==> src/rtl/bp_pkg.sv <==
// Shared constants and helpers for the gshare/bimodal branch predictor.
package bp_pkg;

  localparam logic [6:0] OP_BTYPE = 7'b1100011;

  // Weakly-not-taken: all ones except the MSB (2'b01 for a 2-bit counter).
  function automatic int ctr_init(input int ctr_w);
    return (1 << (ctr_w - 1)) - 1;
  endfunction

  function automatic int ctr_max(input int ctr_w);
    return (1 << ctr_w) - 1;
  endfunction

  function automatic int idx_w(input int entries);
    return $clog2(entries);
  endfunction

endpackage

==> src/rtl/bp_sat_counter.sv <==
// Saturating up/down counter for one PHT entry; resets to weakly-not-taken.
module bp_sat_counter
  import bp_pkg::*;
#(
  parameter int CTR_W = 2
) (
  input  logic             clk,
  input  logic             rst,
  input  logic             inc,
  input  logic             dec,
  output logic [CTR_W-1:0] cnt
);

  localparam logic [CTR_W-1:0] INIT_VAL = CTR_W'(ctr_init(CTR_W));
  localparam logic [CTR_W-1:0] MAX_VAL  = CTR_W'(ctr_max(CTR_W));

  logic [CTR_W-1:0] cnt_reg;
  logic [CTR_W-1:0] cnt_next;

  always_comb begin
    cnt_next = cnt_reg;
    if (inc && !dec && (cnt_reg != MAX_VAL)) begin
      cnt_next = cnt_reg + CTR_W'(1);
    end else if (dec && !inc && (cnt_reg != '0)) begin
      cnt_next = cnt_reg - CTR_W'(1);
    end
  end

  always_ff @(posedge clk or negedge rst) begin
    if (!rst) begin
      cnt_reg <= INIT_VAL;
    end else begin
      cnt_reg <= cnt_next;
    end
  end

  assign cnt = cnt_reg;

endmodule

==> src/rtl/branch_predictor_pht.sv <==
// Non-speculative branch direction predictor: PHT of saturating counters plus GHR.
// Define BP_GSHARE_EN to XOR the GHR into the index (gshare); otherwise bimodal.
module branch_predictor_pht
  import bp_pkg::*;
#(
  parameter int PC_W        = 32,
  parameter int PHT_ENTRIES = 64,
  parameter int CTR_W       = 2,
  parameter int GHR_W       = 6,
  localparam int IDX_W      = idx_w(PHT_ENTRIES)
) (
  input  logic             clk,
  input  logic             rst,
  input  logic [PC_W-1:0]  if_pc,
  output logic             pred_taken,
  output logic [IDX_W-1:0] pred_idx,
  input  logic [6:0]       ex_op,
  input  logic [IDX_W-1:0] ex_idx,
  input  logic             actual_taken,
  output logic [GHR_W-1:0] ghr_o
);

  logic                   is_branch;
  logic [GHR_W-1:0]       ghr_reg;
  logic [GHR_W-1:0]       ghr_next;
  logic [IDX_W-1:0]       ghr_ext;
  logic [IDX_W-1:0]       pc_idx;
  logic [PHT_ENTRIES-1:0] train_en;
  logic [CTR_W-1:0]       pht_cnt [PHT_ENTRIES];
  logic                   unused_pc_bits;

  assign is_branch = (ex_op == OP_BTYPE);

  generate
    if (GHR_W == 1) begin : g_ghr_one
      assign ghr_next = is_branch ? actual_taken : ghr_reg;
    end else begin : g_ghr_multi
      assign ghr_next = is_branch ? {ghr_reg[GHR_W-2:0], actual_taken} : ghr_reg;
    end
  endgenerate

  always_ff @(posedge clk or negedge rst) begin
    if (!rst) begin
      ghr_reg <= '0;
    end else begin
      ghr_reg <= ghr_next;
    end
  end

  assign ghr_o   = ghr_reg;
  assign ghr_ext = IDX_W'(ghr_reg);
  assign pc_idx  = if_pc[IDX_W+1:2];
  assign unused_pc_bits = ^{if_pc[PC_W-1:IDX_W+2], if_pc[1:0]};

`ifdef BP_GSHARE_EN
  assign pred_idx = pc_idx ^ ghr_ext;
`else
  assign pred_idx = pc_idx;
`endif

  // Training uses ex_idx as carried from fetch, so predict and train always hit the same entry.
  generate
    for (genvar gi = 0; gi < PHT_ENTRIES; gi++) begin : g_pht
      assign train_en[gi] = is_branch && (ex_idx == IDX_W'(gi));

      bp_sat_counter #(
        .CTR_W(CTR_W)
      ) u_ctr (
        .clk(clk),
        .rst(rst),
        .inc(train_en[gi] & actual_taken),
        .dec(train_en[gi] & ~actual_taken),
        .cnt(pht_cnt[gi])
      );
    end
  endgenerate

  // Reads the registered counter, so a same-cycle update is seen only from the next cycle.
  assign pred_taken = pht_cnt[pred_idx][CTR_W-1];

endmodule
==> config.mk <==
export PLATFORM = sky130hd
export DESIGN_NAME = branch_predictor_pht
export DESIGN_NICKNAME = d
export VERILOG_FILES = /design/src/rtl/bp_pkg.sv /design/src/rtl/bp_sat_counter.sv /design/src/rtl/branch_predictor_pht.sv
export SDC_FILE = /design/constraint.sdc
export NUM_CORES = 1
export LEC_CHECK = 0
export BUFFER_PORTS_ARGS = -buffer_cell sky130_fd_sc_hd__buf_2
export CAP_MARGIN = 20
export CORE_MARGIN = 5
export CORE_UTILIZATION = 35
export DETAILED_ROUTE_END_ITERATION = 16
export PLACE_DENSITY = 0.52
export SLEW_MARGIN = 20
export SYNTH_ARGS = -nofsm -noshare
export SYNTH_HDL_FRONTEND = slang
export SYNTH_SLANG_ARGS = --single-unit
export TNS_END_PERCENT = 50
==> constraint.sdc <==
create_clock -name clk -period 1.85 [get_ports clk]
set_input_delay 0.185 -clock clk [delete_from_list [all_inputs] [get_ports clk]]
set_output_delay 0.185 -clock clk [all_outputs]
set_load 0.02 [all_outputs]
Yosys cells after proc, flatten, opt, wreduce, memory -nomap -nowiden --
Index checks and enable logic that the tools add are counted.
Operators by class: bitwise gates (word level) 130, reductions and logical operators 577, $add $sub $neg 128, eq/ne operators 128, magnitude comparators 1, mux-type cells 131
Operators with widths (number):
- 1-bit logical AND | 320
- 2-bit 2-to-1 mux | 130
- 2-bit nonzero test | 128
- 6-bit equality test (second input constant) | 32
- 2-bit by 1-bit adder with 2-bit output (second input constant) | 64
- 1-bit AND | 128
- 1-bit logical NOT | 128
- 2-bit != test (second input constant) | 64
- 2-bit by 1-bit subtractor with 2-bit output (second input constant) | 64
- 6-bit by 5-bit equality test with 1-bit output (second input constant) | 16
- 6-bit by 4-bit equality test with 1-bit output (second input constant) | 8
- 6-bit by 3-bit equality test with 1-bit output (second input constant) | 4
- 2-bit binary-select mux with 6-bit select | 1
- 6-bit by 2-bit equality test with 1-bit output (second input constant) | 2
- 7-bit equality test (second input constant) | 1
- 7-bit greater-or-equal comparator (second input constant) | 1
- 6-bit NOT with 7-bit output | 1
- 6-bit by 1-bit equality test with 1-bit output (second input constant) | 1
- 6-bit logical NOT | 1
- 1-bit NOT | 1
Word-level totals: register bits 134, logic and storage cells 1160

Longest topological paths before layout --
Gate-level depths: netlist of run 1.
depth in word-level cells 8, mapped depth 6, depth with buffers taken out 4

Cells and area by module --
Synthesis of run 1 repeated with hierarchy kept, for this count alone.
Second synthesis, totals: cell total of the unflattened synthesis 1008, area, all modules 9155.0 µm²
By module, submodules not included:
- bp_sat_counter | cells each 12, times used 64, sequential area each 51.3 µm², area an instance 117.6 µm²
- branch_predictor_pht | cells each 240, times used 1, sequential area each 150.1 µm², area an instance 1627.8 µm²

Worst setup path before layout of run 1 --
Ideal clock, no wire load.
kind reg2out, start point register g_pht[23].u_ctr.cnt_reg[1], end point output pred_taken, buffers on the path 0, data arrival time 1765 ps, cell stages (with the launch flop) 5, data required time 1665 ps, path slack -100 ps, path through dfrtp_1 mux4_2 mux4_2 or2_0 a32o_1
Between the ends: cells in the longest elaborated chain, start to end 3
Ends and longest elaborated chain:
- start: declaration | RTL line bp_sat_counter.sv:17 | logic [CTR_W-1:0] cnt_reg;
- start signal: assignment | RTL line bp_sat_counter.sv:33 | cnt_reg <= cnt_next;
- 2-bit binary-select mux with 6-bit select | RTL line branch_predictor_pht.sv:79 | assign pred_taken = pht_cnt[pred_idx][CTR_W-1];
- 2-bit 2-to-1 mux (not written as such) (2 in series) | RTL line branch_predictor_pht.sv:79
- end: declaration | RTL line branch_predictor_pht.sv:15 | output logic pred_taken,
Every way passes these cells. The select of a mux whose other input is x is not followed.

Worst setup path in the final report of run 1 --
Same ends and word-level chain as after synthesis.

==> results.cfg, run 1 <==
[clock_network]
cts_tree = done
cts-root-buf = clkbuf_16
cts.sinks = 134
max-clock-path-buffers = 2
clk_pin_slew_ns = 0.06
cts_max_level = 4
clk_latency_ns = 0.44
numCtsBuffers = 17

[sta]
rsz0062_at_grt = yes
setup_slack_ns = -0.737
drv_slew = 0
tns_ns = -0.737
tightest_slew_ns = 0.612
setup_viol = 1
period_share = 1.40
fmax_mhz = 387
clock_skew_ns = 0.0288
post-route-min-period_ns = 2.59
hold_violations = 0
maxSlewHeadroom = 0.592

[logic_synthesis]
yosys-top-cells-area = dfrtp_1 22%, dfstp_2 21%, o31ai_1 6.0%
synth.top_cell.area_share = 0.217
synth_cells = 854
synth_cell_types = 46
ys_warn_count = 0
yosysSeqAreaShare = 0.426
syn_area_mm2 = 0.00805
syn_nets = 902
ys_ff_latch = 134
synth_area_leader_cell = dfrtp_1
synthFlopType = dfrtp_1
avgSynthCellArea_um2 = 9.43
async_flop_share = 1.00
synth-edff-count = 0

[die]
rows = 55
fp.dieW_um = 162
initial_core_util = 0.356
core_region_area_mm2 = 0.0226
dieArea_mm2 = 0.0261
io_pins = 61
dieHeight_um = 162

[routing]
detail-route-antenna-nets = 0
drcViolationCount = 0
wirelength_um = 24600
first_iter_violations = 699
via_per_inst = 6.07
first_pass_iters = 5
wl_per_cell_um = 19.8
num_vias = 7519

[global_routing]
grt_usage = 0.189
grt_overflow = 0
grt_start_max_net_pins = 44
antenna_found_initial = 0
grt_pass1_wl_um = 39100
first_global_vias = 6702

[setup_path]
crit_chain = mux4_2 > mux4_2 > or2_0 > a32o_2 > buf_6
endpoint_kind = output pin
r2r_cells = 3
reg2reg_slack_ns = 0.68
path_class = flop to output pin
reg2reg_to = g_pht[14].u_ctr.cnt[0]$_DFFE_PN1P_
slowest_delay_ns = 0.51
cp_max_fo = 2
start_kind = flop
crit_top_cell = mux4_2
critPathLaunch = g_pht[23].u_ctr.cnt[1]$_DFFE_PN0P_
crit_arrival_ns = 2.40
crit_path_top_delay_cell = mux4_2
cp.required_ns = 1.66
worstReg2RegStart = g_pht[14].u_ctr.cnt[0]$_DFFE_PN1P_

[final_layout]
n_antenna_cell = 0
post-route-util = 0.436
nets = 989
synthToLayoutAreaGrowth_pct = 22.5
multi_input_area_mm2 = 0.00418
largest_register_ffs = 128
register_area_mm2 = 0.00343
drive_gt1_frac = 0.309
fillerInstances = 2173

[worst_hold_path]
min_from = actual_taken
hp-class = input pin to flop
hold_end = g_pht[33].u_ctr.cnt[1]$_DFFE_PN0P_
whs_path_depth = 3

[place]
dp_hpwl_um = 16300
post-place-ws_ns = -0.347
gp_congestion = 0.857
port_buffers = 34

[status]
status = finished, violations left
violations = negative setup slack

[power_and_ir_drop]
power_uw = 7150
power_density_mw_per_mm2 = 725
leakagePower_uw = 0.00379
peakVddDrop_v = 0.000463

[flow_run]
drv_cap = 0
## worst max path at each step
stage                       to  slack (ns)
floorplan           pred_taken       -0.09
global placement    pred_taken       -0.34
detailed placement  pred_taken       -0.35
CTS                 pred_taken       -0.77
global route        pred_taken       -0.80
finish              pred_taken       -0.74
## placed cells by master (no fill, tap or decap), drive strengths merged, types with 2 or more instances in the layout
cell / instances
mux2: 5
nor4b: 23
nor2b: 7
o221a: 10
a211oi: 23
inv: 33
nand3: 10
clkinv: 2
nor3: 37
dfstp: 64
o31ai: 64
nor2: 56
nand2: 77
o22ai: 31
clkinvlp: 2
o21ai: 34
or4: 2
nand3b: 2
and4: 2
dfrtp: 70
buf: 141
clkbuf: 24
nand2b: 4
a22oi: 2
nor4: 34
nand4b: 10
bufinv: 4
a21oi: 24
a221o: 31
a31o: 23
nand4: 4
mux4: 17
a31oi: 74
## final cells by class
class | count | area share
clock buffer | 24 | 0.0498
clock inverter | 8 | 0.0147
inverter | 33 | 0.0126
multi-input combinational | 613 | 0.424
sequential | 134 | 0.348
tap | 285 | 0.0361
timing repair buffer | 142 | 0.115
## power by group
part | total [µW] | leakage [µW] | internal (µW) | switching [µW]
sequential | 2950 | 0.00148 | 2940 | 3.19
combinational | 473 | 0.00201 | 155 | 318
clock | 3730 | 0.000306 | 2400 | 1340
total | 7150 | 0.00379 | 5490 | 1660
## Yosys cell counts, types with 24 or more instances
cell,count
o21ai_0,33
nor3_1,36
nor2_1,56
a21oi_1,24
nor4_1,32
dfstp_2,64
o22ai_1,31
dfrtp_1,70
nand2_1,77
a31oi_1,74
o31ai_1,64
inv_1,31
clkbuf_1,43
a221o_1,31
## stage by stage
| step | hold WS, ns | area (µm²) | instances |
|---|---|---|---|
| 4_1_cts | 0.140 | 9860 | 1238 |
| 6_report | 0.156 | 9870 | 1239 |
| 3_5_place_dp | 0.140 | 9210 | 1205 |
| 5_1_grt | 0.160 | 9870 | 1239 |
| 2_1_floorplan | -0.111 | 8060 | 854 |
| 3_3_place_gp | 0.140 | 9210 | 1205 |
## routing by layer
| layer | track usage | share of wire | wire length (µm) | vias to the layer above |
|---|---|---|---|---|
| met4 | 0.0577 | 0.016 | 385 | 0 |
| met5 | 0 | 0 | 0 | - |
| met2 | 0.284 | 0.45 | 11100 | 176 |
| met3 | 0.0302 | 0.042 | 1040 | 23 |
| li1 | - | - | - | 3574 |
| met1 | 0.280 | 0.49 | 12000 | 3746 |
## worst max-delay path, delay by kind of cell, from the launching register on
family	cells	cell delay, ns
buf+inv	1	0.14
flops	1	0.38
compound gates	1	0.25
mux	2	0.99
simple gates	1	0.22
## kinds of logic (layout without fill, tap and decap cells)
kind of cell	Yosys count	after routing	share of synthesized area
flops	134	134	0.426
mux	22	22	0.0555
simple gates	272	272	0.180
compound gates	319	319	0.281
buf+inv	107	207	0.0569
## what timing repair did
item	in CTS	in global routing
hold buffers	1	0
buffers inserted	0	1
resized for setup	2	0
endpoints found under the setup margin	1	1
pin swaps	0	0
endpoints found under the hold margin	15	0
(Power assumes the default switching activity.)
==> inputs of run 2 (changes only) <==
Settings changed: CORE_MARGIN 5 to 2.
==> run 2 against run 1 <==
  * The flow still finishes with violations (negative setup slack)
  * Clock power down 5%
  * Largest cell class unchanged
  * Design area about the same
  * Critical endpoint unchanged
  * Hold slack improved by 0.086 ns
==> results.cfg, run 2 (synthesis results as in run 1) <==
[final_layout]
final_cell_mix = 94 x buf_4, 77 x nand2_1, 74 x a31oi_1
nets = 989
drive_gt1_frac = 0.312
n_antenna_cell = 0
largest_register_ffs = 128
final_common_cell = buf_4
synthToLayoutAreaGrowth_pct = 22.6

[clock_network]
cts_max_level = 4
clk_pin_slew_ns = 0.06
max-clock-path-buffers = 2
cts_tree = done
cts-root-buf = clkbuf_16
numCtsBuffers = 17
clk_latency_ns = 0.43
cts.sinks = 134

[die]
initial_core_util = 0.356
fp.dieW_um = 156
dieArea_mm2 = 0.0242
core_region_area_mm2 = 0.0226
io_pins = 61
rows = 55
dieHeight_um = 156

[flow_run]
drv_cap = 0

[power_and_ir_drop]
peakVddDrop_v = 0.000524
power_uw = 6990
power_density_mw_per_mm2 = 708
leakagePower_uw = 0.00378

[sta]
hold_violations = 0
setup_viol = 1
setup_slack_ns = -0.728
post-route-min-period_ns = 2.58
fmax_mhz = 388
drv_slew = 0
tns_ns = -0.728
period_share = 1.39
maxSlewHeadroom = 0.633
clock_skew_ns = 0.00670
rsz0062_at_grt = yes
tightest_slew_ns = 0.550

[routing]
drt-met1-wl_um = 11900
top_layer_used = met4
first_pass_iters = 5
detail-route-antenna-nets = 0
first_iter_violations = 638
routed-wl-met2_um = 11200
wirelength_um = 24600
num_vias = 7441
wl_per_cell_um = 19.8
via_per_inst = 6.01
wl_met3_um = 895
drcViolationCount = 0

[status]
violations = negative setup slack
status = finished, violations left

[place]
gp_congestion = 0.857
port_buffers = 34
dp_hpwl_um = 16400

[global_routing]
grt_pass1_wl_um = 39700
grt_overflow = 0
grt_start_max_net_pins = 89
grt_usage = 0.210
first_global_vias = 6884
antenna_found_initial = 0

[setup_path]
endpoint_kind = output pin
start_kind = flop
cp_max_fo = 2
path_class = flop to output pin
reg2reg_slack_ns = 0.65
crit_arrival_ns = 2.39
cp.required_ns = 1.66

[worst_hold_path]
hp-class = input pin to async pin
==> run 2: cell count changes in the layout (fill, tap and decap cells not counted), sizes merged <==
cell and delta:
bufinv -1, clkbuf -4, clkinv +2, clkinvlp +3
==> run 2: area by class of cell <==
class / instances / area, µm²
fill: 2178 / 12800
multi-input combinational: 613 / 4180
sequential: 134 / 3430
timing repair buffer: 142 / 1160
clock buffer: 20 / 467
tap: 285 / 357
clock inverter: 12 / 151
inverter: 33 / 124
==> run 2: metal layers <==
| metal | up-vias | GRT usage |
|---|---|---|
| met2 | 172 | 0.328 |
| met1 | 3667 | 0.300 |
| met5 | - | 0 |
| met4 | 0 | 0.0716 |
| met3 | 29 | 0.0289 |
| li1 | 3573 | - |
==> run 2: critical path: stages (launching register included) <==
cell     delay (ns)
dfrtp_1        0.38
mux4_2         0.47
mux4_2         0.51
or2_0          0.23
a32o_2         0.25
buf_6          0.13
==> run 2: power by group <==
part	leakage [µW]	internal (µW)	switching (µW)
Clock	0.000290	2220	1340
Combinational	0.00201	161	316
Sequential	0.00148	2940	3.29
==> run 2: worst paths after layout <==
| kind | from | endpoint | depth (start not counted) |
|---|---|---|---|
| max | g_pht[23].u_ctr.cnt[1]$_DFFE_PN0P_ | pred_taken | 5 |
| min | rst | ghr_o[5]$_DFFE_PN0N_ | 2 |
| max reg2reg | g_pht[14].u_ctr.cnt[0]$_DFFE_PN1P_ | g_pht[14].u_ctr.cnt[0]$_DFFE_PN1P_ | 3 |
| min reg2reg | ghr_o[5]$_DFFE_PN0N_ | ghr_o[5]$_DFFE_PN0N_ | 1 |
| max in group asynchronous | rst | g_pht[45].u_ctr.cnt[0]$_DFFE_PN1P_ | 3 |
| min in group clk | actual_taken | g_pht[52].u_ctr.cnt[0]$_DFFE_PN1P_ | 3 |
==> run 2: per-stage QoR <==
step / worst slack [ns] / hold WS (ns) / instance area (µm²) / utilization / instances
3_3_place_gp: -0.347 / 0.126 / 9230 / 0.408 / 1205
5_1_grt: -0.796 / 0.279 / 9870 / 0.436 / 1239
3_5_place_dp: -0.352 / 0.130 / 9230 / 0.408 / 1205
6_report: -0.728 / 0.242 / 9870 / 0.436 / 1239
4_1_cts: -0.773 / 0.240 / 9870 / 0.436 / 1239
2_1_floorplan: -0.0863 / -0.111 / 8060 / - / 854
==> run 2: what timing repair did <==
item	CTS	global route
gates resized for setup	0	2
endpoints found under the hold margin	35	0
hold buffers	1	0
endpoints found under the setup margin	1	1
buffers inserted	1	0
